===== src/rtl/iomem_button_ctrl.sv =====
// Debounced push-button peripheral on the PicoSoC iomem bus.
// Regs: 0x00 STATE, 0x04 EVENT (W1C), 0x08 IRQ_EN, 0x0C RAW.
//
// Ports:
//   clk, reset (async, active high)
//   iomem_valid/ready/wstrb/addr/wdata/rdata : PicoSoC iomem slave
//   buttons_n[7:0] : raw active-low pads
//   irq            : registered level interrupt
// Optional feature macro: BUTTON_RELEASE_EVT_EN
//   defined   -> release edges set EVENT[15:8], masked by IRQ_EN[15:8]
//   undefined -> EVENT[15:8] and IRQ_EN[15:8] are fixed at 0
module iomem_button_ctrl #(
  parameter logic [7:0] BASE_ADDR       = 8'h04,
  parameter int         DEBOUNCE_CYCLES = 16000
) (
  input  logic        clk,
  input  logic        reset,
  input  logic        iomem_valid,
  output logic        iomem_ready,
  input  logic [3:0]  iomem_wstrb,
  input  logic [31:0] iomem_addr,
  input  logic [31:0] iomem_wdata,
  output logic [31:0] iomem_rdata,
  input  logic [7:0]  buttons_n,
  output logic        irq
);

  localparam logic [15:0] CNT_MAX =
    16'(DEBOUNCE_CYCLES - 1);

`ifdef BUTTON_RELEASE_EVT_EN
  localparam logic [15:0] EVT_MASK = 16'hFFFF;
`else
  localparam logic [15:0] EVT_MASK = 16'h00FF;
`endif

  logic [7:0]       sync1;
  logic [7:0]       sync2;
  logic [7:0]       stable;
  logic [7:0][15:0] cnt;
  logic [7:0]       done;
  logic [7:0]       rise;
  logic [15:0]      evt;
  logic [15:0]      evt_set;
  logic [15:0]      evt_clr;
  logic [15:0]      irq_en;
  logic [15:0]      byte_mask;
  logic [7:0]       offset;
  logic             hit;
  logic             accept;
  logic             is_wr;
  logic             wr_evt;
  logic             wr_en;
  logic [31:0]      rd_mux;
  logic             unused_bits;

  assign unused_bits = ^{iomem_addr[23:8],
                         iomem_wdata[31:16],
                         iomem_wstrb[3:2]};

  assign offset = iomem_addr[7:0];
  assign hit    = iomem_addr[31:24] == BASE_ADDR;
  // No new request in the ready cycle, so
  // a held valid is not served twice.
  assign accept = iomem_valid && !iomem_ready && hit;
  assign is_wr  = |iomem_wstrb;
  assign wr_evt = accept && is_wr && offset == 8'h04;
  assign wr_en  = accept && is_wr && offset == 8'h08;

  assign byte_mask = {{8{iomem_wstrb[1]}},
                      {8{iomem_wstrb[0]}}};

  // done[i]: the mismatch has held long enough,
  // stable[i] flips on this edge.
  always_comb begin
    done = '0;
    for (int i = 0; i < 8; i++) begin
      done[i] = (sync2[i] != stable[i]) &&
                (cnt[i] == CNT_MAX);
    end
  end

  assign rise = done & sync2;

`ifdef BUTTON_RELEASE_EVT_EN
  logic [7:0] fall;
  assign fall    = done & ~sync2;
  assign evt_set = {fall, rise};
`else
  assign evt_set = {8'h00, rise};
`endif

  assign evt_clr = wr_evt
    ? (iomem_wdata[15:0] & byte_mask)
    : 16'h0000;

  always_comb begin
    rd_mux = '0;
    case (offset)
      8'h00:   rd_mux = {24'h0, stable};
      8'h04:   rd_mux = {16'h0, evt};
      8'h08:   rd_mux = {16'h0, irq_en};
      8'h0C:   rd_mux = {24'h0, sync2};
      default: rd_mux = '0;
    endcase
  end

  // Inverted at the pad so 1 = pressed inside.
  always_ff @(posedge clk or posedge reset) begin
    if (reset) begin
      sync1 <= '0;
      sync2 <= '0;
    end else begin
      sync1 <= ~buttons_n;
      sync2 <= sync1;
    end
  end

  always_ff @(posedge clk or posedge reset) begin
    if (reset) begin
      cnt    <= '0;
      stable <= '0;
    end else begin
      for (int i = 0; i < 8; i++) begin
        if (sync2[i] == stable[i] || done[i])
          cnt[i] <= '0;
        else
          cnt[i] <= cnt[i] + 16'd1;
      end
      stable <= stable ^ done;
    end
  end

  // Set is OR-ed after the clear: set wins.
  always_ff @(posedge clk or posedge reset) begin
    if (reset) begin
      evt    <= '0;
      irq_en <= '0;
      irq    <= 1'b0;
    end else begin
      evt <= ((evt & ~evt_clr) | evt_set)
             & EVT_MASK;
      if (wr_en)
        irq_en <= ((irq_en & ~byte_mask) |
                   (iomem_wdata[15:0] & byte_mask))
                  & EVT_MASK;
      irq <= |(evt & irq_en);
    end
  end

  always_ff @(posedge clk or posedge reset) begin
    if (reset) begin
      iomem_ready <= 1'b0;
      iomem_rdata <= '0;
    end else begin
      iomem_ready <= accept;
      if (accept)
        iomem_rdata <= rd_mux;
    end
  end

endmodule


===== config.mk =====
export PLATFORM = sky130hd
export DESIGN_NAME = iomem_button_ctrl
export DESIGN_NICKNAME = d
export VERILOG_FILES = /design/src/rtl/iomem_button_ctrl.sv
export SDC_FILE = /design/constraint.sdc
export NUM_CORES = 1
export LEC_CHECK = 0
export BUFFER_PORTS_ARGS = -buffer_cell sky130_fd_sc_hd__buf_2
export CORE_UTILIZATION = 45
export CTS_CLUSTER_SIZE = 16
export DETAILED_ROUTE_END_ITERATION = 6
export PLACE_DENSITY = 0.61
export SETUP_SLACK_MARGIN = 0.2
export SLEW_MARGIN = 20
export SYNTH_ARGS = -nofsm -noshare
export SYNTH_HDL_FRONTEND = slang
export SYNTH_SLANG_ARGS = --single-unit

===== constraint.sdc =====
create_clock -name clk -period 6.7 [get_ports clk]
set_input_delay 1.34 -clock clk [delete_from_list [all_inputs] [get_ports clk]]
set_output_delay 1.34 -clock clk [all_outputs]
set_load 0.02 [all_outputs]

# Word level (Yosys, flattened, before mapping)
# Cells that the tools add are included.
# word_totals
ff_bits,202
out_inout_bits,34
# op_classes
add_sub_neg,8
n_eq_ne,28
mux,10
n_bitwise,11
reduce_logical,25
# op_table
cell,count
$add 16x1->16 const B,8
$eq 16x14->1 const B,8
$mux 16,8
$and 8x8->8,5
$pmux 8 s4,1
$not 8->8,3
$eq 8x3->1 const B,2
$eq 8x4->1 const B,2
$or 8x8->8,2
$reduce_or 16->1,1
$logic_and 1x1->1,13
$eq 1x1->1,8
$logic_not 8->1,1
$logic_or 1x1->1,8
$mux 8,1
$ne 1x1->1,8
$xor 8x8->8,1
$reduce_or 4->1,1
$logic_not 1->1,1

# Logic depth before layout (Yosys ltp)
# Gate-level depths: netlist of run 1.
# depth
word_depth,9
ltp_mapped,7
mapped_depth_nobuf,5

# Worst setup path before layout of run 1
# No wires, ideal clock.
# synth_path
kind,input-to-reg
startpoint,in iomem_addr[29]
endpoint,reg with a tool-made name
setup_time_ns,0.125
arrival_time_ns,2.683
slack_ns,3.892
stages,4
path_buffers,0
path_cell_list,nor4_2 nand4b_2 nor4b_4 mux2_2
# synth_lines
item,line,rtl
"start, declared",21,"input logic [31:0] iomem_addr,"

==> results of run 1 <==
## power groups by stage
stage | Sequential (W) | Clock, W | Combinational [W]
6_report | 0.00111 | 0.000939 | 0.0000943
5_1_grt | 0.00111 | 0.00101 | 0.000108
4_1_cts | 0.00111 | 0.000968 | 0.0000978
3_5_place_dp | 0.00113 | 0 | 0.0000973
3_3_place_gp | 0.00113 | 0 | 0.0000968
2_1_floorplan | 0.00112 | 0 | 0.0000820
## registers in the layout, summed over array words and instances, names as in the netlist, named ones only
signal,count
cnt,128
evt,8
iomem_rdata,8
iomem_ready,1
irq,1
sync1,8
sync2,8
## layout make-up
class / count / area [um^2] / area share (%)
Tap cell: 229 / 287 / 3.04
Multi-Input combinational cell: 574 / 3720 / 39.4
Clock inverter: 15 / 133 / 1.41
Clock buffer: 17 / 425 / 4.51
Inverter: 40 / 155 / 1.64
Antenna cell: 3 / 7.51 / 0.0796
Sequential cell: 178 / 4450 / 47.2
Timing Repair Buffer: 49 / 255 / 2.71
## per-layer routing
metal | vias to the layer above | wire (um) | global-route usage (%)
li1 | 2852 | - | -
met1 | 2790 | 7630 | 23.2
met2 | 80 | 7190 | 26.8
met3 | 8 | 539 | 4.71
met4 | 0 | 116 | 4.57
met5 | - | 0 | 0
## logic make-up (layout without fill, tap and decap cells)
family                     Yosys count  count (layout)  synth area share [%]
muxes                               24              24                  4.28
other                                1              27                0.0440
xor gates and xnor gates           114             114                  11.7
and+or+nand+nor                    367             367                  22.0
DFF                                178             178                  52.3
adders and majority gates            8               8                  1.18
AOI/OAI and AO/OA                   37              37                  3.32
buffers and inverters               81             121                  5.14
## worst paths after layout
path	start	endpoint	slack, ns	depth (start not counted)
worst max-delay path	iomem_addr[29]	flop	3.63	5
worst min-delay path	sync1[2]$_DFF_PP0_	sync2[2]$_DFF_PP0_	0.35	0
worst max register to register	iomem_ready$_DFF_PP0_	flop	4.24	4
worst min register to register	sync1[2]$_DFF_PP0_	sync2[2]$_DFF_PP0_	0.35	0
max in group asynchronous	reset	cnt[83]$_DFF_PP0_	4.55	3
min in group asynchronous	reset	sync1[3]$_DFF_PP0_	1.02	2
## critical path, stage by stage
cell and delay, ns:
buf_2 0.10, nor4_2 0.30, nand4b_2 0.48, nor4b_4 0.75, mux2_2 0.40
## cell usage in the layout, fill, tap and decap left out, drive strengths merged, types with 4 or more instances in the layout
| cell | n |
|---|---|
| nand2 | 30 |
| conb | 24 |
| nand2b | 6 |
| nor4 | 40 |
| or3 | 7 |
| or2 | 6 |
| xnor2 | 95 |
| a21oi | 5 |
| inv | 44 |
| or4 | 7 |
| ha | 8 |
| nand4 | 30 |
| nand3 | 50 |
| nand4b | 5 |
| clkinvlp | 4 |
| a22o | 8 |
| buf | 49 |
| and3 | 11 |
| o21ai | 7 |
| mux4 | 8 |
| nor2 | 135 |
| mux2 | 16 |
| xor2 | 19 |
| a22oi | 4 |
| clkinv | 6 |
| nor3 | 30 |
| clkbuf | 17 |
| dfrtp | 178 |
## metrics by stage
step                      std cells  worst slack (ns)
after floorplan                 833             0.530
after global placement         1070              3.15
after detailed placement       1070              3.13
after CTS                      1102              3.59
after global routing           1102              3.50
final                          1105              3.63
==> reports/qor.yml, run 1 <==
crit_fanout: 15
wire_per_inst_um: 14.0
drt-total-wl_mm: 15.5
initial_core_util_pct: 46.6
min_period_ns: 3.07
power_leakage_nw: 4.02
p_per_area_nw_per_um2: 227
yosysMostFrequentCell: "dfrtp_1"
cts-root-buf: "clkbuf_16"
cp-start-kind: "input pin"
ctsResizeCount: 0
via_per_inst: 5.19
internal-power_w: 0.00163
clock_path_buffers: 2
fmax_mhz: 325
dr_total_vias: 5730
fin_setup_tns_ns: 0
overflow: 0
drt_iter0_markers: 311
post-route-period-util_pct: 45.9
drtPass1Iterations: 4
grt_max_degree: 83
coreArea_um2: 18300
die_h_um: 140
fill_cells: 1662
yosys-top-cells-area: "dfrtp_1 52%, xnor2_1 9.8%, nor2_1 6.0%"
synthArstFlopShare_pct: 100
finalPower_w: 0.00214
stdcell_area_um2: 9430
seqPwrFrac_pct: 51.7
yosysSeqAreaShare_pct: 52.3
cts_hold_buf: 0
cts_inserted_buffers: 17
grt_pass1_wl_mm: 26.5
ys.flop_type: "dfrtp_1"
synth_edf_count: 0
slew_violations: 0
power_frac_comb_pct: 4.4
power_switching_w: 0.000506
area_growth_pct: 10.8
status: "completed"
tightest_slew_ns: 0.957
yosys-top-cells-count: "178 x dfrtp_1, 135 x nor2_1, 95 x xnor2_1"
clock_latency_ns: 0.43
hold_path_class: "reg2reg"
cts_tree: "done"
io_pins: 113
cp.arrival_ns: 3.38
placement_rows: 49
post-route-util_pct: 51.6
hold_viol: 0
netlist.area_leader.share_pct: 52.3
synth_seq_cells: 178
drc: 0
cts_sinks: 178
critPathCaptureType: "flop"
antenna_found_initial: 2
setup_viol: 0
grt_use_total_pct: 17.0
netSwitchingFraction_pct: 23.6
synth_cells: 810
clock_skew_ns: 0.00852
ys_warn_count: 0
synth_top_area_cell: "dfrtp_1"
relSlewSlack_pct: 35.8
dpl_cell_area_um2: 8870
ant_nets: 0
synth_cell_type_count: 53
die_area_um2: 19500
syn_area_per_cell_um2: 10.5
port_buffers: 45
grt_pass1_vias: 5407
clock_power_share_pct: 43.9
clk_pin_slew_ns: 0.06
timing.hold.ws_ns: 0.350
cts_max_level: 4
syn-cell-area_um2: 8510
cap_violations: 0
place_congestion: 0.789
crit_required_ns: 7.01
critPathKind: "in2reg"
dp_hpwl_mm: 10.6
rsz0062_at_grt: "false"
irDropWorstVdd_mv: 0.169
die_width_um: 140
drive_gt1_share_pct: 13.9
final_nets: 947
cts_setup_buffers: 0
Power figures use the tool's default switching activity.
==> inputs of run 2 (changes only) <==
--- a/config.mk
+++ b/config.mk
@@ -5,11 +5,12 @@
 export SDC_FILE = /design/constraint.sdc
 export NUM_CORES = 1
 export LEC_CHECK = 0
+export ABC_AREA = 1
 export BUFFER_PORTS_ARGS = -buffer_cell sky130_fd_sc_hd__buf_2
 export CORE_UTILIZATION = 45
 export CTS_CLUSTER_SIZE = 16
 export DETAILED_ROUTE_END_ITERATION = 6
-export PLACE_DENSITY = 0.61
+export PLACE_DENSITY = 0.63
 export SETUP_SLACK_MARGIN = 0.2
 export SLEW_MARGIN = 20
 export SYNTH_ARGS = -nofsm -noshare
==> constraint.sdc (replaced) <==
create_clock -name clk -period 2.7 [get_ports clk]
set_input_delay 0.54 -clock clk [delete_from_list [all_inputs] [get_ports clk]]
set_output_delay 0.54 -clock clk [all_outputs]
set_load 0.02 [all_outputs]
==> reports/qor.yml, run 2 <==
grt_pass1_wl_mm: 32.3  # +22%
die_area_um2: 21200  # +8.7%
netSwitchingFraction_pct: 24.2  # +0.56 points
synth_edf_count: 0  # unchanged
yosysMostFrequentCell: "nand2_1"
ys_warn_count: 0  # unchanged
ant_nets: 0  # unchanged
ff2ff_setup_slack_ns: 1.01  # -3.23 ns
syn_area_per_cell_um2: 7.91  # -25%
crit_required_ns: 3.03  # -3.98 ns
hold_path_class: "in2async"
crit_slowest_cell: "dfrtp_1"
port_buffers: 45  # unchanged
fmax_mhz: 592
final_common_cell: "nand2_1"
r2r_end: "cnt[53]$_DFF_PP0_"
ff2ff_path_depth: 6  # +2
synth_cell_type_count: 31  # -42%
wire_per_inst_um: 12.2  # -13%
finalPower_w: 0.00540  # +150%
grt_pass1_vias: 6988  # +29%
dr_total_vias: 7285  # +27%
stdcell_area_um2: 10300  # +9.0%
reg2reg_from: "cnt[48]$_DFF_PP0_"
via_per_inst: 4.82  # -7.1%
place_congestion: 0.852  # +8.0%
drt_iter0_markers: 271  # -13%
seqPwrFrac_pct: 50.8  # -0.9 points
drc: 0  # unchanged
cts_inserted_buffers: 17  # unchanged
initial_core_util_pct: 45.8  # -0.80 points
clk_pin_slew_ns: 0.07  # about the same
grt_use_total_pct: 18.9  # +1.8 points
yosys-top-cells-count: "248 x nand2_1, 244 x nor2_1, 178 x dfrtp_1"
cts_tree: "done"
min_period_ns: 1.69
fin_setup_tns_ns: 0  # unchanged
cts_hold_buf: 0  # unchanged
power_switching_w: 0.00131  # +160%
relSlewSlack_pct: 52.2  # +16 points
yosysSeqAreaShare_pct: 48.1  # -4.3 points
setup_viol: 0  # unchanged
dpl_cell_area_um2: 9690  # +9.2%
post-route-util_pct: 50.8  # -0.81 points
yosys-top-cells-area: "dfrtp_1 48%, nand2_1 10%, nor2_1 9.9%"
ctsResizeCount: 0  # unchanged
power_frac_comb_pct: 4.5  # about the same
internal-power_w: 0.00409  # +150%
largest_reg_flops: 128  # unchanged
power_leakage_nw: 4.61  # +15%
p_per_area_nw_per_um2: 525  # +130%
tightest_slew_ns: 0.714  # -0.243 ns
critPathKind: "reg2reg"
grt_max_degree: 60  # -28%
cts_max_level: 4  # unchanged
status: "completed"
die_h_um: 146  # +4.3%
cp-start-kind: "flop"
clock_power_share_pct: 44.8  # +0.9 points
crit_top_cell: "nand2_1"
cp.arrival_ns: 2.02  # -1.36 ns
io_pins: 113  # unchanged
cts_sinks: 178  # unchanged
irDropWorstVdd_mv: 0.361  # +110%
overflow: 0  # unchanged
drt-total-wl_mm: 18.4  # +19%
dp_hpwl_mm: 13.3  # +24%
drive_gt1_share_pct: 9.04  # -4.8 points
cts-root-buf: "clkbuf_16"
fill_cells: 1988  # +20%
synth_top_area_cell: "dfrtp_1"
coreArea_um2: 20200  # +11%
most-common-layout-cells: "248 x nand2_1, 244 x nor2_1, 178 x dfrtp_1"
crit_fanout: 14  # -1
placement_rows: 52  # +6.1%
area_growth_pct: 11.0
worstPathCellList: "ha_1 -> nand2_1 -> nor2_4 -> nand3_1 -> nand2_1 -> nor3_1"
cts_setup_buffers: 0  # unchanged
cap_violations: 0  # unchanged
timing.hold.ws_ns: 0.188  # -0.162 ns
clock_skew_ns: 0.00779  # -0.000723 ns
syn-cell-area_um2: 9270  # +8.8%
post-route-period-util_pct: 62.6
netlist.area_leader.share_pct: 48.1  # -4.3 points
drtPass1Iterations: 4  # unchanged
critPathCaptureType: "flop"
cp_slowest_stage_delay_ns: 0.41  # -0.34 ns
synth_seq_cells: 178  # unchanged
slew_violations: 0  # unchanged
clock_latency_ns: 0.43  # about the same
path_delay_family: "simple AND/OR/NAND/NOR gates"
hold_viol: 0  # unchanged
synth_cells: 1171  # +45%
clock_path_buffers: 2  # unchanged
die_width_um: 146  # +4.3%
critPathBufInv: 0  # -1
antenna_found_initial: 5  # +3
top_register: "cnt"
synthArstFlopShare_pct: 100  # unchanged
rsz0062_at_grt: "false"
final_nets: 1313  # +39%
ys.flop_type: "dfrtp_1"
[run 2: worst max-delay path by stage]
stage,from,end,slack (ns),cells after the start
final,cnt[48]$_DFF_PP0_,cnt[53]$_DFF_PP0_,1.01,6
after detailed placement,iomem_addr[1],evt[6]$_DFF_PP0_,0.73,7
after floorplan,reset,asynchronous set/reset pin,-0.12,1
after global routing,cnt[48]$_DFF_PP0_,cnt[51]$_DFF_PP0_,0.82,6
after global placement,iomem_addr[1],evt[6]$_DFF_PP0_,0.74,7
after CTS,cnt[48]$_DFF_PP0_,cnt[53]$_DFF_PP0_,1.0,6
[run 2: routing by layer]
metal | vias up | routed length [um] | global-route usage [%] | part of all wire (%)
met1 | 3360 | 8940 | 25.1 | 49
met4 | 4 | 223 | 6.37 | 1.2
met3 | 17 | 777 | 4.26 | 4.2
met2 | 106 | 8430 | 30.5 | 46
met5 | - | 22 | 0 | 0.12
li1 | 3798 | - | - | -
[run 2: cell families (layout without fill, tap and decap cells)]
family          after synthesis  after routing  share of synthesized area (%)
simple gates                687            687                           31.9
buf+inv                     155            200                           7.94
fa+ha+maj                     8              8                           1.08
other cells                   1             27                         0.0405
xor+xnor                     66             66                           6.24
flops                       178            178                           48.1
compound gates               76             76                           4.78
[run 2: stage by stage]
step,setup slack [ns],cells
after floorplan,-0.121,1194
final,1.01,1512
after global placement,0.737,1477
after detailed placement,0.728,1477
after global routing,0.821,1511
after CTS,0.996,1509
[run 2: worst reg2reg max path: cells and delay by family (launching register included)]
kind	cells	cell delay, ns
flops	1	0.41
simple gates	5	0.97
fa+ha+maj	1	0.22
[run 2: final cells by class]
cell class	count	area, um^2	share of cell area (%)
Timing Repair Buffer	49	280	2.73
Clock buffer	18	439	4.27
Antenna cell	3	7.51	0.0730
Tap cell	270	338	3.29
Inverter	119	450	4.38
Sequential cell	178	4450	43.3
Multi-Input combinational cell	861	4160	40.5
Clock inverter	14	150	1.46
[run 2: power groups by stage]
stage	Sequential [W]	Clock [W]	Combinational, W
floorplan	0.00278	0	0.000207
CTS	0.00274	0.00250	0.000248
global placement	0.00279	0	0.000244
finish	0.00274	0.00242	0.000240
global route	0.00274	0.00260	0.000281
detailed placement	0.00279	0	0.000248
==> inputs of run 3 (changes only) <==
--- a/config.mk
+++ b/config.mk
@@ -10,7 +10,7 @@
 export CORE_UTILIZATION = 45
 export CTS_CLUSTER_SIZE = 16
 export DETAILED_ROUTE_END_ITERATION = 6
-export PLACE_DENSITY = 0.63
+export PLACE_DENSITY = 0.6
 export SETUP_SLACK_MARGIN = 0.2
 export SLEW_MARGIN = 20
 export SYNTH_ARGS = -nofsm -noshare
==> constraint.sdc (replaced) <==
create_clock -name clk -period 1.7 [get_ports clk]
set_input_delay 0.34 -clock clk [delete_from_list [all_inputs] [get_ports clk]]
set_output_delay 0.34 -clock clk [all_outputs]
set_load 0.02 [all_outputs]
==> reports/qor.yml, run 3 (synthesis results as in run 2) <==
worstPathCellList: "xor2_1 -> nand2_2 -> nor3_1"
grt_pass1_vias: 7209  # +3.2%
fmax_mhz: 697  # +18%
crit_fanout: 7  # -7
die_h_um: 146  # unchanged
drt_iter0_markers: 370  # +37%
via_per_inst: 4.86  # +0.92%
crit_slowest_cell: "xor2_1"
hold_viol: 0  # unchanged
tightest_slew_ns: 0.712  # -0.00290 ns
grt_max_degree: 59  # -1.7%
port_buffers: 45  # unchanged
dpl_cell_area_um2: 9880  # +2.0%
grt_use_total_pct: 19.8  # +0.91 points
cts_inserted_buffers: 17  # unchanged
slew_violations: 0  # unchanged
drive_gt1_share_pct: 13.3  # +4.2 points
clock_power_share_pct: 44.0  # -0.8 points
relSlewSlack_pct: 52.4  # +0.19 points
clock_latency_ns: 0.44  # about the same
final_common_cell: "nand2_1"
irDropWorstVdd_mv: 0.582  # +61%
ant_nets: 0  # unchanged
layoutNonFillerInstCount: 1546  # +2.2%
netSwitchingFraction_pct: 23.6  # -0.59 points
setup_viol: 0  # unchanged
initial_core_util_pct: 45.8  # unchanged
clock_path_buffers: 2  # unchanged
area_growth_pct: 16.1
wire_per_inst_um: 12.7  # +4.0%
internal-power_w: 0.00654  # +60%
die_area_um2: 21200  # unchanged
seqPwrFrac_pct: 50.9  # about the same
critPathKind: "reg2reg"
clk_pin_slew_ns: 0.06  # about the same
final_nets: 1350  # +2.8%
rsz0062_at_grt: "true"
dp_hpwl_mm: 13.6  # +2.5%
r2r_end: "cnt[2]$_DFF_PP0_"
stdcell_area_um2: 10800  # +4.7%
holdPathStages: 2
die_width_um: 146  # unchanged
top_register: "cnt"
cap_violations: 0  # unchanged
finalPower_w: 0.00856  # +59%
path_delay_family: "XOR/XNOR gates"
power_frac_comb_pct: 5.2  # +0.7 points
dr_total_vias: 7517  # +3.2%
power_switching_w: 0.00202  # +55%
critPathCaptureType: "flop"
drtPass1Iterations: 5  # +1
overflow: 0  # unchanged
placedCellCount: 1499  # +1.5%
cts_tree: "done"
most-common-layout-cells: "242 x nand2_1, 241 x nor2_1, 178 x dfrtp_1"
io_pins: 113  # unchanged
coreArea_um2: 20200  # unchanged
p_per_area_nw_per_um2: 795  # +51%
status: "completed"
drc: 0  # unchanged
place_congestion: 0.830  # -2.6%
reg2reg_from: "sync2[0]$_DFF_PP0_"
fin_setup_tns_ns: 0  # unchanged
cp-start-kind: "flop"
largest_reg_flops: 128  # unchanged
min_from: "buttons_n[5]"
holdPathEnd: "sync1[5]$_DFF_PP0_"
cp.arrival_ns: 1.78  # -0.24 ns
cts-root-buf: "clkbuf_16"
drt-total-wl_mm: 19.6  # +6.4%
min_period_ns: 1.44  # -0.254 ns
post-route-period-util_pct: 84.5  # +22 points
cts_sinks: 178  # unchanged
fin_ws_ns: 0.264  # -0.746 ns
cts_max_level: 4  # unchanged
cp.depth: 3  # -3
dp_slack_ns: 0.100  # -0.628 ns
hold_path_class: "in2reg"
grt_pass1_wl_mm: 33.8  # +4.5%
power_leakage_nw: 4.82  # +4.6%
clock_skew_ns: 0.0149  # +0.00708 ns
ff2ff_path_depth: 3  # -3
placement_rows: 52  # unchanged
critPathBufInv: 0  # unchanged
antenna_found_initial: 3  # -2
ff2ff_setup_slack_ns: 0.26  # -0.75 ns
cp_slowest_stage_delay_ns: 0.50  # +0.09 ns
crit_required_ns: 2.04  # -0.99 ns
run 3: layout make-up:
class	count	area (um^2)
multi-input cells	865	4390
clock buffers	21	460
flip-flops and latches	178	4450
repair buffers	82	567
clock inverters	10	103
inverters	119	450
well taps	270	338
diodes	1	2.50
fillers	1933	9470
run 3: power by group through the flow:
stage / Combinational [W] / Clock [W] / Sequential (W)
floorplan: 0.000329 / 0 / 0.00442
global placement: 0.000409 / 0 / 0.00443
detailed placement: 0.000413 / 0 / 0.00443
CTS: 0.000424 / 0.00388 / 0.00435
global route: 0.000514 / 0.00402 / 0.00436
finish: 0.000442 / 0.00376 / 0.00436
run 3: worst reg2reg max path, stage by stage, from the launching register on:
cell and delay (ns):
dfrtp_1 0.42, xor2_1 0.50, nand2_2 0.24, nor3_1 0.19
run 3: worst max path at each step:
stage                        from                    endpoint  slack [ns]
3_3_place_gp        iomem_addr[0]  iomem_rdata[2]$_DFFE_PP0N_        0.11
4_1_cts          cnt[0]$_DFF_PP0_            cnt[2]$_DFF_PP0_        0.20
2_1_floorplan               reset  asynchronous set/reset pin       -0.92
6_report       sync2[0]$_DFF_PP0_            cnt[2]$_DFF_PP0_        0.26
5_1_grt          cnt[4]$_DFF_PP0_            evt[0]$_DFF_PP0_        0.14
3_5_place_dp        iomem_addr[0]  iomem_rdata[2]$_DFFE_PP0N_        0.10
run 3: stage by stage:
stage          utilization, %  hold slack [ns]
3_3_place_gp             48.8            0.335
5_1_grt                  53.2           0.0279
6_report                 53.2           0.0359
3_5_place_dp             48.8            0.335
2_1_floorplan               -            0.331
4_1_cts                  51.9           0.0183
run 3: routing by layer:
layer  vias up  wire (um)  global-route usage (%)
li1       3874          -                       -
met1      3498       9360                    26.5
met4         4        225                    6.79
met2       118       9290                    31.9
met3        23        655                    4.08
met5         -         27                       0
run 3: timing repair:
item                                    4_1_cts  5_1_grt
buffers inserted                              0        9
hold buffers                                  1        0
gates cloned                                  1        4
endpoints found under the setup margin       53      139
endpoints found under the hold margin        11        0
pin swaps                                     2        4
resized for setup                            10       39
